==> src/rtl/seq_pkg.sv <==
// Shared ctrl/state encodings and debounce defaults for the input_sequencer front-end.
package seq_pkg;

    localparam logic [1:0] CTRL_OP   = 2'b00;
    localparam logic [1:0] CTRL_SRC0 = 2'b01;
    localparam logic [1:0] CTRL_SRC1 = 2'b10;
    localparam logic [1:0] CTRL_EXEC = 2'b11;

    // 10 ms at 100 MHz; CNT_W_DEFAULT must keep 2**CNT_W above this.
    localparam int DEB_CYCLES_DEFAULT = 1_000_000;
    localparam int CNT_W_DEFAULT      = 20;

    typedef enum logic [1:0] {
        S_OP   = CTRL_OP,
        S_SRC0 = CTRL_SRC0,
        S_SRC1 = CTRL_SRC1,
        S_EXEC = CTRL_EXEC
    } state_t;

    function automatic state_t next_state(input state_t s);
        case (s)
            S_OP:    return S_SRC0;
            S_SRC0:  return S_SRC1;
            S_SRC1:  return S_EXEC;
            S_EXEC:  return S_OP;
            default: return S_OP;
        endcase
    endfunction

endpackage

==> src/rtl/input_sequencer_if.sv <==
// Button/switch inputs and register-bank strobe outputs of the input_sequencer.
interface input_sequencer_if;

    logic       btn;
    logic [4:0] sw;
    logic [1:0] ctrl_sw;
    logic       enable;
    logic [4:0] in_data;
    logic [1:0] ctrl;
    logic [1:0] step;

    // master drives the raw board inputs and consumes the strobe
    modport master (
        output btn, sw, ctrl_sw,
        input  enable, in_data, ctrl, step
    );

    modport slave (
        input  btn, sw, ctrl_sw,
        output enable, in_data, ctrl, step
    );

endinterface

==> src/rtl/btn_debounce.sv <==
// Push-button synchroniser, debounce counter and rising-edge detector; press is one cycle wide.
module btn_debounce
    import seq_pkg::*;
#(
    parameter int DEB_CYCLES = DEB_CYCLES_DEFAULT,
    parameter int CNT_W      = CNT_W_DEFAULT
) (
    input  logic clk,
    input  logic rst,
    input  logic btn,
    output logic press
);

    localparam logic [CNT_W-1:0] CNT_LAST = CNT_W'(DEB_CYCLES - 1);

    if (DEB_CYCLES < 1 || (64'd1 << CNT_W) <= 64'(DEB_CYCLES)) begin : g_bad_param
        $error("btn_debounce: DEB_CYCLES must be >= 1 and fit in CNT_W bits");
    end

    logic             s1;
    logic             s2;
    logic             stable;
    logic             stable_d;
    logic [CNT_W-1:0] cnt;

    // NOTE: all state uses non-blocking assignments so s1 -> s2 is a true two-stage pipeline.
    always_ff @(posedge clk) begin
        if (rst) begin
            s1 <= 1'b0;
            s2 <= 1'b0;
        end else begin
            s1 <= btn;
            s2 <= s1;
        end
    end

    // Any sample that agrees with the accepted level restarts the count.
    always_ff @(posedge clk) begin
        if (rst) begin
            stable <= 1'b0;
            cnt    <= '0;
        end else if (s2 == stable) begin
            cnt <= '0;
        end else if (cnt == CNT_LAST) begin
            stable <= s2;
            cnt    <= '0;
        end else begin
            cnt <= cnt + CNT_W'(1);
        end
    end

    always_ff @(posedge clk) begin
        if (rst) begin
            stable_d <= 1'b0;
        end else begin
            stable_d <= stable;
        end
    end

    assign press = stable & ~stable_d;

endmodule

==> src/rtl/input_sequencer.sv <==
// Button-driven strobe generator for the ALU lab register bank.
// Define INPUT_SEQ_AUTO_STEP_EN to compile in the op/src0/src1/exec auto-step FSM.
module input_sequencer
    import seq_pkg::*;
#(
    parameter int DEB_CYCLES = DEB_CYCLES_DEFAULT,
    parameter int CNT_W      = CNT_W_DEFAULT
) (
    input  logic               clk,
    input  logic               rst,
    input_sequencer_if.slave   bus
);

    logic       press;
    logic [1:0] code;

    btn_debounce #(
        .DEB_CYCLES (DEB_CYCLES),
        .CNT_W      (CNT_W)
    ) u_deb (
        .clk   (clk),
        .rst   (rst),
        .btn   (bus.btn),
        .press (press)
    );

`ifdef INPUT_SEQ_AUTO_STEP_EN
    state_t state;
    logic   unused_ctrl_sw;

    always_ff @(posedge clk) begin
        if (rst) begin
            state <= S_OP;
        end else if (press) begin
            state <= next_state(state);
        end
    end

    // The code issued is the state before the advance, so the sequence starts at op.
    assign code           = state;
    assign bus.step       = state;
    assign unused_ctrl_sw = ^bus.ctrl_sw;
`else
    assign code     = bus.ctrl_sw;
    assign bus.step = bus.ctrl_sw;
`endif

    // enable, in_data and ctrl share one edge so the bank sees them coherent.
    always_ff @(posedge clk) begin
        if (rst) begin
            bus.enable  <= 1'b0;
            bus.in_data <= '0;
            bus.ctrl    <= CTRL_OP;
        end else begin
            bus.enable <= press;
            if (press) begin
                bus.in_data <= bus.sw;
                bus.ctrl    <= code;
            end
        end
    end

endmodule

==> src/flat_wrapper.sv <==
// flat-port wrapper written by rule: the top's interface ports become plain ports
module input_sequencer_flat import seq_pkg::*;
#(
    parameter int DEB_CYCLES = DEB_CYCLES_DEFAULT,
    parameter int CNT_W      = CNT_W_DEFAULT
)
  (clk, rst, bus_btn, bus_sw, bus_ctrl_sw, bus_enable, bus_in_data, bus_ctrl, bus_step);
  input_sequencer_if bus_i ();
  input  logic clk;
  input  logic rst;
  input wire logic [$bits(bus_i.btn)-1:0] bus_btn;
  input wire logic [$bits(bus_i.sw)-1:0] bus_sw;
  input wire logic [$bits(bus_i.ctrl_sw)-1:0] bus_ctrl_sw;
  output wire logic [$bits(bus_i.enable)-1:0] bus_enable;
  output wire logic [$bits(bus_i.in_data)-1:0] bus_in_data;
  output wire logic [$bits(bus_i.ctrl)-1:0] bus_ctrl;
  output wire logic [$bits(bus_i.step)-1:0] bus_step;
  assign bus_i.btn = bus_btn;
  assign bus_i.sw = bus_sw;
  assign bus_i.ctrl_sw = bus_ctrl_sw;
  assign bus_enable = bus_i.enable;
  assign bus_in_data = bus_i.in_data;
  assign bus_ctrl = bus_i.ctrl;
  assign bus_step = bus_i.step;
  input_sequencer #(.DEB_CYCLES(DEB_CYCLES), .CNT_W(CNT_W)) u_core (.clk(clk), .rst(rst), .bus(bus_i));
endmodule
==> config.mk <==
export PLATFORM = sky130hd
export DESIGN_NAME = input_sequencer_flat
export DESIGN_NICKNAME = d
export VERILOG_FILES = /design/src/rtl/seq_pkg.sv /design/src/rtl/input_sequencer_if.sv /design/src/rtl/btn_debounce.sv /design/src/rtl/input_sequencer.sv /design/src/flat_wrapper.sv
export SDC_FILE = /design/constraint.sdc
export NUM_CORES = 1
export LEC_CHECK = 0
export BUFFER_PORTS_ARGS = -buffer_cell sky130_fd_sc_hd__clkbuf_2
export CAP_MARGIN = 30
export CORE_MARGIN = 10
export CORE_UTILIZATION = 58
export DETAILED_ROUTE_END_ITERATION = 8
export HOLD_SLACK_MARGIN = 0.02
export PLACE_DENSITY_LB_ADDON = 0.25
export SYNTH_ARGS = -nofsm -noshare
export SYNTH_HDL_FRONTEND = slang
export SYNTH_SLANG_ARGS = --single-unit
==> constraint.sdc <==
create_clock -name clk -period 5.4 [get_ports clk]
set_input_delay 0.27 -clock clk [delete_from_list [all_inputs] [get_ports clk]]
set_output_delay 0.27 -clock clk [all_outputs]
set_load 0.01 [all_outputs]
Yosys cells after proc, flatten, opt, wreduce, memory -nomap -nowiden
Cells that the tools add are included.
{"block": "classes", "add_sub_neg": 1, "n_mul": 0, "div_mod_pow": 0, "n_lt_le_gt_ge": 0, "n_eq_ne": 2, "n_shift": 0, "n_mux": 0, "n_bitwise": 3, "n_reduce_logical": 2}
{"cell": "adder 20 x 1 -> 20 bit, second input constant", "count": 1}
{"cell": "== test 20 bit, second input constant", "count": 1}
{"cell": "OR reduction 3 bit", "count": 1}
{"cell": "inverter 1 bit", "count": 2}
{"cell": "AND reduction 2 bit", "count": 1}
{"cell": "bitwise AND 1 bit", "count": 1}
{"cell": "== test 1 bit", "count": 1}
{"block": "totals", "reg_bits": 32, "latchBits": 0, "ram_bits": 0, "romBits": 0, "out_inout_bits": 10, "mem_count": 0}

Longest topological paths before layout
{"block": "logic_depth", "depth_word": 3, "ltp_mapped": 6, "depth_no_buf": 5}

By module
Synthesis repeated with hierarchy kept, for this count alone.
{"block": "hier_totals", "hier_cells": 143, "area_unflattened_um2": 1341.3}
{"module": "btn_debounce", "n_inst": 1, "cells_per_inst": 116, "area_per_inst_um2": 1048.5, "seq_area_each_um2": 480.5}
{"module": "input_sequencer", "n_inst": 1, "cells_per_inst": 27, "area_per_inst_um2": 292.8, "seq_area_each_um2": 160.2}

Worst setup path after synthesis
Ideal clock, no wire load.
{"block": "synth_path", "path_type": "register -> register", "startpoint": "register u_core.u_deb.cnt[0]", "endpoint": "register u_core.u_deb.cnt[18]", "setup_ns": 0.070, "arrival_ns": 1.872, "setup_slack_ns": 3.458, "path_stages_with_launch": 7, "synth_period_minus_slack_ns": 1.942, "path_cell_list": "dfxtp_1 -> ha_1 -> nand2_2 -> or4_1 -> buf_2 -> or4_1 -> a21oi_1"}
{"block": "synth_via", "elab_chain_cells": 2, "elab_cells_between_ends": 3, "cone_classes": "add/sub (1); eq/ne (1); reduce/logical (1)"}
{"element": "start: declaration", "line_no": "btn_debounce.sv:24", "rtl": "logic [CNT_W-1:0] cnt;"}
{"element": "start signal: assignment", "line_no": "btn_debounce.sv:48", "rtl": "cnt <= cnt + CNT_W'(1);"}
{"element": "parallel branches: the longest is 2 deep, another holds adder 20 x 1 -> 20 bit"}
Several ways; the timed one is not identified.
A chain may end at the register's enable or synchronous reset.

Worst setup path in the final report
Same ends and word-level chain as after synthesis.

==> results.json <==
{
  "power_density_nw_per_um2": 260.8,
  "critical_path.max_stage_delay_ns": 0.66,
  "antenna_found_initial": 0,
  "drc_errors": 0,
  "grt_max_degree": 20,
  "ys_top_cells_by_area": "dfxtp_1 48%, xnor2_1 6.6%, nor2_1 5.6%",
  "final_hold_viol_count": 0,
  "async_flop_share_pct": 0,
  "yosysTopAreaCell": "dfxtp_1",
  "first_iter_violations": 76,
  "cts_max_level": 2,
  "cts_tree": "yes",
  "die_w_um": 67.87,
  "die_h_um": 67.87,
  "synth_area_um2": 1329,
  "grt_pass1_wl_um": 4236,
  "dieArea_um2": 4606,
  "r2r-start": "u_core.u_deb.cnt[0]",
  "ant_nets": 0,
  "diodes": 0,
  "viasPerCell": 5.264,
  "maxSlewHeadroom_pct": 45.48,
  "seq_area_frac_synth_pct": 48.21,
  "synth_edf_count": 0,
  "r2r_slack_ns": 3.29,
  "overflow": 0,
  "critical_path_required_ns": 5.66,
  "cp-start-kind": "flip-flop",
  "crit_fanout": 7,
  "cts_buffers": 5,
  "netlist.area_leader.share_pct": 48.21,
  "cts-root-buf": "clkbuf_4",
  "rr_endpoint": "u_core.u_deb.cnt[18]",
  "vdd_drop_max_mv": 0.2175,
  "rsz0062_at_grt": "false",
  "synth_seq_cells": 32,
  "finalMaxSlewViolations": 0,
  "cts_setup_buffers": 0,
  "area_growth_pct": 11.49,
  "syn-instance-count": 145,
  "synthXorXnorAreaFrac_pct": 7.250,
  "track_usage_pct": 12.08,
  "synthAdderAreaFrac_pct": 0.9416,
  "worst_pin_slew_ns": 0.8161,
  "synth_cell_types": 33,
  "num_vias": 1016,
  "drive_above_1_share_pct": 19.39,
  "crit_end": "u_core.u_deb.cnt[18]",
  "layout_min_cycle_time_ns": 2.109,
  "startpoint": "u_core.u_deb.cnt[0]",
  "clk_path_buf_depth": 2,
  "skew_ns": 0.005842,
  "arrival_ns": 2.37,
  "p_leak_nw": 0.4830,
  "cts_resized": 0,
  "critical-path-slowest-cell": "or4_1",
  "dp_hpwl_um": 1820,
  "cp_common_cell": "or4_1",
  "synth_ff_type": "dfxtp_1",
  "period_share_pct": 39.05,
  "nets": 175,
  "avgSynthCellArea_um2": 9.164,
  "reg2regPathDepth": 5,
  "num_rows": 17,
  "start_util_pct": 60.65,
  "end_kind": "flip-flop",
  "hp-class": "input pin to flip-flop",
  "grt_pass1_vias": 950,
  "clkTransAtPathRegs_ns": 0.09,
  "cap_violations": 0,
  "io_buffer_count": 19,
  "fmax_ghz": 0.4742,
  "clock_latency_ns": 0.33,
  "wirelength_um": 2492,
  "cts_hold_buf": 0,
  "synth_compound_area_share_pct": 7.439,
  "setup_violations": 0,
  "core-area_um2": 2191,
  "io-pin-count": 20,
  "path_cells": "ha_1, nand2_2, or4_1, or4_1, a21oi_1",
  "synthMuxAreaShare_pct": 5.273,
  "fin_setup_tns_ns": 0,
  "synth_warnings": 0,
  "outcome": "completed",
  "gp_congestion": 0.8572,
  "synth-simple-area-share_pct": 26.74,
  "clock_sinks": 32,
  "fin_util_pct": 67.62,
  "criticalPathCategory": "flip-flop to flip-flop",
  "wire_per_inst_um": 12.91,
  "synth_top_family_by_area": "simple AND/OR/NAND/NOR gates",
  "dr.pass1.iters": 4,
  "synthesis.nets": 156
}
==> through the flow <==
step / area [um2] / worst slack, ns / hold WS [ns] / power, mW / std cells
floorplan: 1329 / 3.458 / 0.3416 / 0.2475 / 145
global placement: 1423 / 3.406 / 0.4037 / 0.2513 / 185
detailed placement: 1423 / 3.301 / 0.4050 / 0.2517 / 185
CTS: 1481 / 3.280 / 0.1352 / 0.3925 / 193
global route: 1481 / 3.212 / 0.1432 / 0.4055 / 193
finish: 1481 / 3.291 / 0.1519 / 0.3864 / 193
==> where the power goes <==
| group | switching [mW] | total [mW] | internal [mW] | leakage [nW] |
|---|---|---|---|---|
| Combinational | 0.00519 | 0.00905 | 0.00386 | 0.192 |
| Clock | 0.0760 | 0.140 | 0.0642 | 0.0326 |
| Sequential | 0.000457 | 0.237 | 0.237 | 0.258 |
==> routing by layer <==
| metal | part of all wire, % | wire (um) | GRT usage, % | up-vias |
|---|---|---|---|---|
| met5 | 0 | 0 | 0 | - |
| met4 | 2.9 | 72 | 7.286 | 0 |
| met2 | 48 | 1195 | 17.72 | 12 |
| met3 | 4.6 | 115 | 6.036 | 9 |
| met1 | 45 | 1109 | 13.85 | 465 |
| li1 | - | - | - | 530 |
==> Yosys cell counts, types with 4 or more instances <==
master    n
o21ai_1   5
a21oi_1   9
nor3_1    4
nor2_1   20
inv_1     5
or3_1     7
nor2b_1   5
dfxtp_1  32
xnor2_1  10
or4_1     4
mux2i_1   7
nand2_1   7
==> worst min-delay path by stage <==
| stage | startpoint | to | slack (ns) | cells past startpoint |
|---|---|---|---|---|
| 6_report | bus_btn | u_core.u_deb.s1 | 0.15 | 2 |
| 5_1_grt | bus_btn | u_core.u_deb.s1 | 0.14 | 2 |
| 4_1_cts | bus_btn | u_core.u_deb.s1 | 0.14 | 2 |
| 3_5_place_dp | u_core.u_deb.stable_d | u_core.bus.enable | 0.41 | 1 |
| 3_3_place_gp | u_core.u_deb.stable_d | u_core.bus.enable | 0.40 | 1 |
| 2_1_floorplan | rst | u_core.u_deb.s2 | 0.34 | 1 |
==> flip-flops by register name (all words and copies together) (netlist names) <==
register / count
u_core.u_deb.stable: 1
u_core.bus.ctrl: 2
u_core.u_deb.cnt: 20
u_core.bus.enable: 1
u_core.bus.in_data: 5
u_core.u_deb.stable_d: 1
u_core.u_deb.s2: 1
u_core.u_deb.s1: 1
==> critical path, delay by kind of cell, from the launching register on <==
kind / cells / cell delay [ns]
flip-flops: 1 / 0.38
AO/OA/AOI/OAI: 1 / 0.17
adder cells (fa/ha/maj): 1 / 0.23
AND/OR/NAND/NOR: 3 / 1.27
==> final cells by class <==
class | instances | area, um2
well taps | 28 | 35.03
repair buffers | 19 | 95.09
clock buffers | 8 | 58.81
fillers | 168 | 709.4
flip-flops and latches | 32 | 640.6
inverters | 5 | 18.77
multi-input cells | 101 | 633.1
==> cell usage in the layout, fill, tap and decap left out, types with 2 or more instances in the layout <==
master    count
clkbuf_1      2
inv_1         5
a21oi_1       9
clkbuf_2     19
nor2_1       20
dfxtp_1      32
nor4_1        2
or3_1         7
mux2i_1       7
o21ai_1       5
nand2_1       7
nor2b_1       5
xnor2_1      10
nor3_1        4
nand3_1       3
nand3_2       2
or4_1         4
o31ai_1       2
clkbuf_4      5
==> kinds of logic after synthesis <==
group / Yosys count
AO/OA/AOI/OAI: 18
XOR/XNOR: 11
adder cells (fa/ha/maj): 1
buffers and inverters: 12
flip-flops: 32
multiplexers: 7
AND/OR/NAND/NOR: 64
No activity file was read; power rests on OpenSTA's default activity.
